## config.mk

```make
export PLATFORM = sky130hd
export DESIGN_NAME = axi_rd_arbiter_flat
export DESIGN_NICKNAME = d
export VERILOG_FILES = /design/src/rtl/axi_arb_pkg.sv /design/src/rtl/axi_rd_arbiter_if.sv /design/src/rtl/rr_pick.sv /design/src/rtl/axi_rd_arbiter.sv /design/src/flat_wrapper.sv
export SDC_FILE = /design/constraint.sdc
export NUM_CORES = 1
export LEC_CHECK = 0
export ABC_AREA = 1
export ABC_CLOCK_PERIOD_IN_PS = 1500
export CAP_MARGIN = 25
export CORE_MARGIN = 5
export CORE_UTILIZATION = 35
export DETAILED_ROUTE_END_ITERATION = 7
export PLACE_DENSITY_LB_ADDON = 0.08
export SETUP_SLACK_MARGIN = 0.02
export SLEW_MARGIN = 15
export SYNTH_ARGS = -nofsm -noshare
export SYNTH_HDL_FRONTEND = slang
export SYNTH_SLANG_ARGS = --single-unit
```

## constraint.sdc

```tcl
create_clock -name clk -period 1.5 [get_ports clk]
set_clock_uncertainty 0.15 [all_clocks]
set_input_delay 0.3 -clock clk [delete_from_list [all_inputs] [get_ports clk]]
set_output_delay 0.3 -clock clk [all_outputs]
set_load 0.05 [all_outputs]
```

## src/rtl/axi_arb_pkg.sv

```systemverilog
// Shared types and AXI constants for the AXI4 read-channel arbiter.
package axi_arb_pkg;

  typedef enum logic [1:0] {
    IDLE = 2'd0,
    ADDR = 2'd1,
    DATA = 2'd2
  } arb_state_e;

  localparam logic [1:0] AXI_BURST_INCR  = 2'b01;
  localparam logic [1:0] AXI_RESP_OKAY   = 2'b00;
  localparam logic [3:0] AXI_ARCACHE_DEF = 4'b0011;
  localparam logic [2:0] AXI_ARPROT_DEF  = 3'b000;

  // Index width for a requester count; never below 1 so vectors stay legal.
  function automatic int clog2_req(input int n);
    int w;
    w = 1;
    while ((1 << w) < n) w++;
    return w;
  endfunction

endpackage

```

## src/rtl/axi_rd_arbiter_if.sv

```systemverilog
// AXI4 read address/data channel bundle between the arbiter and one slave.
interface axi_rd_arbiter_if #(
  parameter int ADDR_WIDTH = 16,
  parameter int DATA_WIDTH = 32,
  parameter int ID_WIDTH   = 8
) ();
  logic [ID_WIDTH-1:0]   arid;
  logic [ADDR_WIDTH-1:0] araddr;
  logic [7:0]            arlen;
  logic [2:0]            arsize;
  logic [1:0]            arburst;
  logic                  arlock;
  logic [3:0]            arcache;
  logic [2:0]            arprot;
  logic                  arvalid;
  logic                  arready;
  logic [ID_WIDTH-1:0]   rid;
  logic [DATA_WIDTH-1:0] rdata;
  logic [1:0]            rresp;
  logic                  rlast;
  logic                  rvalid;
  logic                  rready;

  modport master (
    output arid, araddr, arlen, arsize, arburst, arlock, arcache, arprot, arvalid,
    input  arready,
    input  rid, rdata, rresp, rlast, rvalid,
    output rready
  );

  modport slave (
    input  arid, araddr, arlen, arsize, arburst, arlock, arcache, arprot, arvalid,
    output arready,
    output rid, rdata, rresp, rlast, rvalid,
    input  rready
  );
endinterface

```

## src/rtl/rr_pick.sv

```systemverilog
// Combinational round-robin pick: first set request at or after ptr, cyclically.
module rr_pick
  import axi_arb_pkg::*;
#(
  parameter  int N  = 2,
  localparam int IW = clog2_req(N)
) (
  input  logic [N-1:0]  req,
  input  logic [IW-1:0] ptr,
  output logic [N-1:0]  gnt_oh,
  output logic [IW-1:0] gnt_idx,
  output logic          any
);

  always_comb begin
    logic [IW:0] cand;
    cand    = '0;
    gnt_idx = '0;
    any     = 1'b0;
    for (int k = 0; k < N; k++) begin
      cand = {1'b0, ptr} + (IW+1)'(k);
      if (cand >= (IW+1)'(N)) cand = cand - (IW+1)'(N);
      if (!any && req[cand[IW-1:0]]) begin
        any     = 1'b1;
        gnt_idx = cand[IW-1:0];
      end
    end
    gnt_oh = N'(any) << gnt_idx;
  end

endmodule

```

## src/rtl/axi_rd_arbiter.sv

```systemverilog
// Round-robin sharing of one AXI4 read slave among NUM_REQ requesters,
// one transaction in flight, with routed R beats and a saturating error-beat count.
module axi_rd_arbiter
  import axi_arb_pkg::*;
#(
  parameter int NUM_REQ       = 2,
  parameter int DATA_WIDTH    = 32,
  parameter int ADDR_WIDTH    = 16,
  parameter int ID_WIDTH      = 8,
  parameter int ERR_CNT_WIDTH = 16
) (
  input  logic                                clk,
  input  logic                                rst_n,
  input  logic [NUM_REQ-1:0]                  req_valid,
  output logic [NUM_REQ-1:0]                  req_ready,
  input  logic [NUM_REQ-1:0][ADDR_WIDTH-1:0]  req_addr,
  input  logic [NUM_REQ-1:0][7:0]             req_len,
  output logic [NUM_REQ-1:0]                  resp_valid,
  input  logic [NUM_REQ-1:0]                  resp_ready,
  output logic [DATA_WIDTH-1:0]               resp_data,
  output logic                                resp_last,
  output logic                                resp_err,
  axi_rd_arbiter_if.master                    m_axi,
  output logic [ERR_CNT_WIDTH-1:0]            err_count,
  output logic                                busy
);

  localparam int IW = clog2_req(NUM_REQ);

  arb_state_e            state, state_nxt;
  logic [IW-1:0]         rr_ptr, grant, pick_idx;
  logic [NUM_REQ-1:0]    pick_oh;
  logic                  pick_any;
  logic [ADDR_WIDTH-1:0] addr_q;
  logic [7:0]            len_q, beat_cnt;
  logic                  accept, ar_fire, r_fire, beat_err;

  rr_pick #(.N(NUM_REQ)) u_pick (
    .req     (req_valid),
    .ptr     (rr_ptr),
    .gnt_oh  (pick_oh),
    .gnt_idx (pick_idx),
    .any     (pick_any)
  );

  assign accept  = (state == IDLE) && pick_any;
  assign ar_fire = (state == ADDR) && m_axi.arready;
  assign r_fire  = (state == DATA) && m_axi.rvalid && resp_ready[grant];

  // Any protocol oddity on a beat counts once, however many causes coincide.
  assign beat_err = (m_axi.rresp != AXI_RESP_OKAY) ||
                    (m_axi.rid != ID_WIDTH'(grant)) ||
                    (m_axi.rlast != (beat_cnt == 8'd0));

  always_ff @(posedge clk or negedge rst_n) begin
    if (!rst_n) state <= IDLE;
    else        state <= state_nxt;
  end

  always_comb begin
    state_nxt = state;
    unique case (state)
      IDLE:    if (pick_any) state_nxt = ADDR;
      ADDR:    if (m_axi.arready) state_nxt = DATA;
      DATA:    if (r_fire && m_axi.rlast) state_nxt = IDLE;
      default: state_nxt = IDLE;
    endcase
  end

  always_comb begin
    req_ready     = '0;
    m_axi.arvalid = 1'b0;
    m_axi.rready  = 1'b0;
    resp_valid    = '0;
    resp_data     = '0;
    resp_last     = 1'b0;
    resp_err      = 1'b0;
    unique case (state)
      IDLE: req_ready = pick_oh;
      ADDR: m_axi.arvalid = 1'b1;
      DATA: begin
        m_axi.rready = resp_ready[grant];
        resp_valid   = NUM_REQ'(m_axi.rvalid) << grant;
        resp_data    = m_axi.rdata;
        resp_last    = m_axi.rlast;
        resp_err     = (m_axi.rresp != AXI_RESP_OKAY);
      end
      default: ;
    endcase
  end

  always_ff @(posedge clk or negedge rst_n) begin
    if (!rst_n) begin
      rr_ptr    <= '0;
      grant     <= '0;
      addr_q    <= '0;
      len_q     <= '0;
      beat_cnt  <= '0;
      err_count <= '0;
    end else begin
      if (accept) begin
        grant    <= pick_idx;
        addr_q   <= req_addr[pick_idx];
        len_q    <= req_len[pick_idx];
        beat_cnt <= req_len[pick_idx];
      end
      if (r_fire) begin
        if (beat_cnt != 8'd0) beat_cnt <= beat_cnt - 8'd1;
        if (beat_err && !(&err_count)) err_count <= err_count + ERR_CNT_WIDTH'(1);
        if (m_axi.rlast)
          rr_ptr <= (grant == IW'(NUM_REQ-1)) ? '0 : grant + IW'(1);
      end
    end
  end

  assign m_axi.arid    = ID_WIDTH'(grant);
  assign m_axi.araddr  = addr_q;
  assign m_axi.arlen   = len_q;
  assign m_axi.arsize  = 3'($clog2(DATA_WIDTH/8));
  assign m_axi.arburst = AXI_BURST_INCR;
  assign m_axi.arlock  = 1'b0;
  assign m_axi.arcache = AXI_ARCACHE_DEF;
  assign m_axi.arprot  = AXI_ARPROT_DEF;

  assign busy = (state != IDLE);

  logic unused_ok;
  assign unused_ok = ar_fire;

endmodule

```

## src/flat_wrapper.sv

```systemverilog
// flat-port wrapper written by rule: the top's interface ports become plain ports
module axi_rd_arbiter_flat import axi_arb_pkg::*;
#(
  parameter int NUM_REQ       = 2,
  parameter int DATA_WIDTH    = 32,
  parameter int ADDR_WIDTH    = 16,
  parameter int ID_WIDTH      = 8,
  parameter int ERR_CNT_WIDTH = 16
)
  (clk, rst_n, req_valid, req_ready, req_addr, req_len, resp_valid, resp_ready, resp_data, resp_last, resp_err, err_count, busy, m_axi_arid, m_axi_araddr, m_axi_arlen, m_axi_arsize, m_axi_arburst, m_axi_arlock, m_axi_arcache, m_axi_arprot, m_axi_arvalid, m_axi_arready, m_axi_rid, m_axi_rdata, m_axi_rresp, m_axi_rlast, m_axi_rvalid, m_axi_rready);
  axi_rd_arbiter_if #(.ADDR_WIDTH(ADDR_WIDTH), .DATA_WIDTH(DATA_WIDTH), .ID_WIDTH(ID_WIDTH)) m_axi_i ();
  input  logic clk;
  input  logic rst_n;
  input  logic [NUM_REQ-1:0] req_valid;
  output logic [NUM_REQ-1:0] req_ready;
  input  logic [NUM_REQ-1:0][ADDR_WIDTH-1:0] req_addr;
  input  logic [NUM_REQ-1:0][7:0] req_len;
  output logic [NUM_REQ-1:0] resp_valid;
  input  logic [NUM_REQ-1:0] resp_ready;
  output logic [DATA_WIDTH-1:0] resp_data;
  output logic resp_last;
  output logic resp_err;
  output logic [ERR_CNT_WIDTH-1:0] err_count;
  output logic busy;
  output wire logic [$bits(m_axi_i.arid)-1:0] m_axi_arid;
  output wire logic [$bits(m_axi_i.araddr)-1:0] m_axi_araddr;
  output wire logic [$bits(m_axi_i.arlen)-1:0] m_axi_arlen;
  output wire logic [$bits(m_axi_i.arsize)-1:0] m_axi_arsize;
  output wire logic [$bits(m_axi_i.arburst)-1:0] m_axi_arburst;
  output wire logic [$bits(m_axi_i.arlock)-1:0] m_axi_arlock;
  output wire logic [$bits(m_axi_i.arcache)-1:0] m_axi_arcache;
  output wire logic [$bits(m_axi_i.arprot)-1:0] m_axi_arprot;
  output wire logic [$bits(m_axi_i.arvalid)-1:0] m_axi_arvalid;
  input wire logic [$bits(m_axi_i.arready)-1:0] m_axi_arready;
  input wire logic [$bits(m_axi_i.rid)-1:0] m_axi_rid;
  input wire logic [$bits(m_axi_i.rdata)-1:0] m_axi_rdata;
  input wire logic [$bits(m_axi_i.rresp)-1:0] m_axi_rresp;
  input wire logic [$bits(m_axi_i.rlast)-1:0] m_axi_rlast;
  input wire logic [$bits(m_axi_i.rvalid)-1:0] m_axi_rvalid;
  output wire logic [$bits(m_axi_i.rready)-1:0] m_axi_rready;
  assign m_axi_arid = m_axi_i.arid;
  assign m_axi_araddr = m_axi_i.araddr;
  assign m_axi_arlen = m_axi_i.arlen;
  assign m_axi_arsize = m_axi_i.arsize;
  assign m_axi_arburst = m_axi_i.arburst;
  assign m_axi_arlock = m_axi_i.arlock;
  assign m_axi_arcache = m_axi_i.arcache;
  assign m_axi_arprot = m_axi_i.arprot;
  assign m_axi_arvalid = m_axi_i.arvalid;
  assign m_axi_i.arready = m_axi_arready;
  assign m_axi_i.rid = m_axi_rid;
  assign m_axi_i.rdata = m_axi_rdata;
  assign m_axi_i.rresp = m_axi_rresp;
  assign m_axi_i.rlast = m_axi_rlast;
  assign m_axi_i.rvalid = m_axi_rvalid;
  assign m_axi_rready = m_axi_i.rready;
  axi_rd_arbiter #(.NUM_REQ(NUM_REQ), .DATA_WIDTH(DATA_WIDTH), .ADDR_WIDTH(ADDR_WIDTH), .ID_WIDTH(ID_WIDTH), .ERR_CNT_WIDTH(ERR_CNT_WIDTH)) u_core (.clk(clk), .rst_n(rst_n), .req_valid(req_valid), .req_ready(req_ready), .req_addr(req_addr), .req_len(req_len), .resp_valid(resp_valid), .resp_ready(resp_ready), .resp_data(resp_data), .resp_last(resp_last), .resp_err(resp_err), .m_axi(m_axi_i), .err_count(err_count), .busy(busy));
endmodule
```

==> flow_results.org <==
** Die
- From left edge to right edge, the die measures between 100 and 150 um.
- Standard cell core area :: 9730 sq um
- For this design the top-level I/O count stands at 201.
- The die covers 12100 sq um.
- In this run the core area contains 36 standard-cell rows.
- Initial core utilization :: 35.9%
- The die is 110 um tall.

** Synth
- The largest total area in the synthesized netlist belongs to sky130_fd_sc_hd__dfrtp_1.
- In the synthesized netlist the async set-or-reset flop fraction comes to between 90% and 100%.
- EDFF count, synth :: 0
- Sequential elements use a little under two fifths of the synthesized area.
- The Yosys step of the flow raised 0 warnings.
- Dominant synthesized flop cell :: sky130_fd_sc_hd__dfrtp_1
- Mapped Area :: between 3000 and 4000 sq um
- Fraction of synthesized cell area taken by the top area cell type :: 37.3%
- Flip-flop and latch count after synthesis :: 52
- Cell count after synthesis :: 518
- Syn Area/Cell :: 6.73 sq um
- Yosys mapped the design onto 33 distinct sky130hd cell types.
- In the post-synthesis netlist, the biggest area contributors are sky130_fd_sc_hd__dfrtp_1, sky130_fd_sc_hd__nand2_1, sky130_fd_sc_hd__nor2_1.

** STA
- # setup viols final :: 97
- Across all setup checks in the final design, the least slack found is -502 ps.
- The final hold violation count is 0.
- For this run, the top clock speed supported by timing is 499 MHz.
- Setup repair after global routing could not meet its margin everywhere.
- Max-slew violations :: 0
- Setup TNS after final layout :: -31480 ps
- Final period demand of the worst path :: 2000 ps
- Final worst-path cycle share :: 133%

** Placed design
- Before CTS, the worst setup slack after placement is -510 ps.
- Port buffering added 180 buffers.
- # placed instances :: 896
- The HPWL after detailed placement is 9910 um.
- At the end of routability-driven placement, the weighted congestion stood at 0.856.

** Drt
- Via count normalized by instance count :: ~4.8
- Detail Route Antenna Nets :: 0
- After detailed routing, the number of remaining DRC violations is 0.
- Final routed wirelength across all metal layers :: 15500 um
- In the final routed layout, each cell accounts on average for ~16 um.
- For this run, the detailed router's first-pass iteration total came to 4.
- In this run, the number of DRC markers left after iteration 0 of detailed routing was 156.
- Detailed routing inserted a total of 4500 vias.

** Layout
- For this run, the post-layout net count is 914.
- Area growth from synthesis to layout :: 134%
- Number of antenna diodes :: 0
- Cell Count, Final, Fillers Out :: between 900 and 1000
- The post-route netlist has approximately half of its cells at a drive strength greater than 1.
- Leaving out fill and tap cells, the most frequent cells in the layout are sky130_fd_sc_hd__nand2_1, sky130_fd_sc_hd__clkdlybuf4s50_1, sky130_fd_sc_hd__buf_6, sky130_fd_sc_hd__inv_1, sky130_fd_sc_hd__buf_4.
- Leaving out fill and tap cells, the most frequent cell in the layout is sky130_fd_sc_hd__nand2_1.

** CTS
- No sink is reached through more buffers than the 2 on the longest clock path.
- Root cell of the clock tree :: sky130_fd_sc_hd__clkbuf_8
- Level count of the clock H-tree :: 2
- Clock-pin slew was measured on the worst setup and hold paths at 120 ps.
- Counting every sink on the clock net gives between 50 and 60.
- Clock tree from TritonCTS :: built
- Worst-skew pair later-pin latency :: 330 ps
- In this run, CTS created clock tree buffers numbering 5.

** Critical path
- Data on the critical path arrives at its endpoint at roughly 1600 ps.
- Highest-delay cell along the critical path :: sky130_fd_sc_hd__dfrtp_1
- On the critical path the largest part of the delay comes from buffers and inverters.
- Buffering stage count on the worst path with inverters included :: 4
- Path type of the worst setup path :: reg -> out
- STA puts the critical path data required time at around 1100 ps.
- Worst-path cell chain :: inv_2, nor2_4, buf_6, nand2_4, buf_6, nor2_4, buf_12
- In this design, the stage delay of the slowest critical-path cell is 420 ps.
- Category of the worst setup path launch point :: register
- Critical path fanouts, max :: 2
- Crit path capture type :: output port

** Outcome
- The run finished, with violations left.
- Violated checks :: negative setup slack

** Global routing
- Via count of the first global-routing pass :: 4700
- The first global-routing pass estimated 22500 um of wire.
- GRT Total Usage :: 23.5%
- After global routing the overflow that remains totals 0.
- The initial antenna violation count is 0.
- Pin count of the biggest net entering global routing :: 53

** Run
- # Max-Cap Violations :: 0

** Hold path
- Hold Path Class :: in -> async

** Power
- Power density cells :: 1760 nW/um^2
- Leak :: between 0.003 and 0.004 uW
- Across the VDD grid, the largest voltage drop is 1.17 mV.
cell type report:
cell class	count	area (sq um)
timing repair buffer	304	3670
clock buffer	5	68.8
multi-input combinational	371	2570
fill	575	1570
tap	133	166
inverter	78	323
sequential	52	1320
clock inverter	3	46.3
worst reg2reg max path, stage by stage (launching register included):
cell	delay, ps
sky130_fd_sc_hd__dfrtp_1	420
sky130_fd_sc_hd__inv_2	70
sky130_fd_sc_hd__nor2_4	160
sky130_fd_sc_hd__buf_6	130
sky130_fd_sc_hd__nand2_4	50
sky130_fd_sc_hd__buf_6	110
sky130_fd_sc_hd__nor2_4	150
sky130_fd_sc_hd__inv_4	70
sky130_fd_sc_hd__nor2_8	130
sky130_fd_sc_hd__buf_6	140
sky130_fd_sc_hd__nand2_8	90
sky130_fd_sc_hd__nand2_2	80
sky130_fd_sc_hd__nand2_1	60
state kept, by name, indices dropped and copies added, names as in the netlist:
name                 cells
u_core.state             2
u_core.grant             1
u_core.beat_cnt          8
u_core.m_axi.araddr     16
u_core.rr_ptr            1
u_core.err_count        16
u_core.m_axi.arlen       8
what timing repair did:
action                                 4_1_cts  5_1_grt
resized for setup                          191       78
cloned                                       8        0
endpoints found under the hold margin       52        0
hold buffers                                 1        0
pin swaps                                   36       34
setup endpoints to repair                  104      109
buffers inserted                            26       17
worst paths after layout:
check / startpoint / to / slack (ps) / cells past startpoint
min in group clk: req_addr[17] / u_core.m_axi.araddr[1] / 380 / 3
setup / recovery: u_core.state[1] / resp_valid[0] / -500 / 7
hold / removal: rst_n / u_core.err_count[15] / 350 / 3
setup reg to reg: u_core.state[1] / u_core.err_count[8] / -410 / 12
max in group asynchronous: rst_n / u_core.grant / 580 / 3
hold reg to reg: u_core.m_axi.arlen[0] / u_core.m_axi.arlen[0] / 400 / 2
Yosys cell counts, types with 3 or more instances:
cell type,instances
sky130_fd_sc_hd__dfrtp_1,52
sky130_fd_sc_hd__ha_1,3
sky130_fd_sc_hd__nand3_1,45
sky130_fd_sc_hd__nor2_4,4
sky130_fd_sc_hd__inv_1,67
sky130_fd_sc_hd__a21oi_1,17
sky130_fd_sc_hd__clkbuf_1,7
sky130_fd_sc_hd__buf_4,21
sky130_fd_sc_hd__nand4_1,6
sky130_fd_sc_hd__xor2_1,6
sky130_fd_sc_hd__buf_2,6
sky130_fd_sc_hd__xnor2_1,3
sky130_fd_sc_hd__nor2_1,80
sky130_fd_sc_hd__o21ai_0,15
sky130_fd_sc_hd__nand2_2,12
sky130_fd_sc_hd__inv_2,11
sky130_fd_sc_hd__nand2_1,144
through the flow:
stage          utilization (%)  area (sq um)  power, uW  hold WS (ps)
2_1_floorplan                -          3950       6970          -146
3_3_place_gp              68.8          6690      10700           183
3_5_place_dp              68.8          6690      10800           169
4_1_cts                   80.6          7840      13600           378
5_1_grt                   83.9          8160      15000           371
6_report                  83.9          8160      14400           355
cell families (layout without fill, tap and decap cells):
| logic type | Yosys count | count (layout) | share of synthesized area [%] |
|---|---|---|---|
| DFF | 52 | 52 | 37.3 |
| other | 2 | 20 | 0.215 |
| xor gates and xnor gates | 9 | 9 | 2.26 |
| adders and majority gates | 3 | 3 | 1.08 |
| AOI/OAI and AO/OA | 39 | 39 | 5.99 |
| and+or+nand+nor | 299 | 300 | 37.7 |
| buffers and inverters | 114 | 390 | 15.4 |
where the power goes:
part	total, uW	switching, uW	internal, uW	leakage (uW)
clock network	1060	558	505	0.0000548
logic	10700	5700	4990	0.00314
registers	2620	674	1940	0.000629
routing by layer:
layer / vias to the layer above / track usage [%] / routed length (um)
li1: 2125 / - / -
met1: 2174 / 25.9 / 5340
met2: 153 / 45.5 / 8780
met3: 48 / 4.05 / 798
met4: 0 / 6.77 / 532
met5: - / 0 / 0
Power figures use the tool's default switching activity.
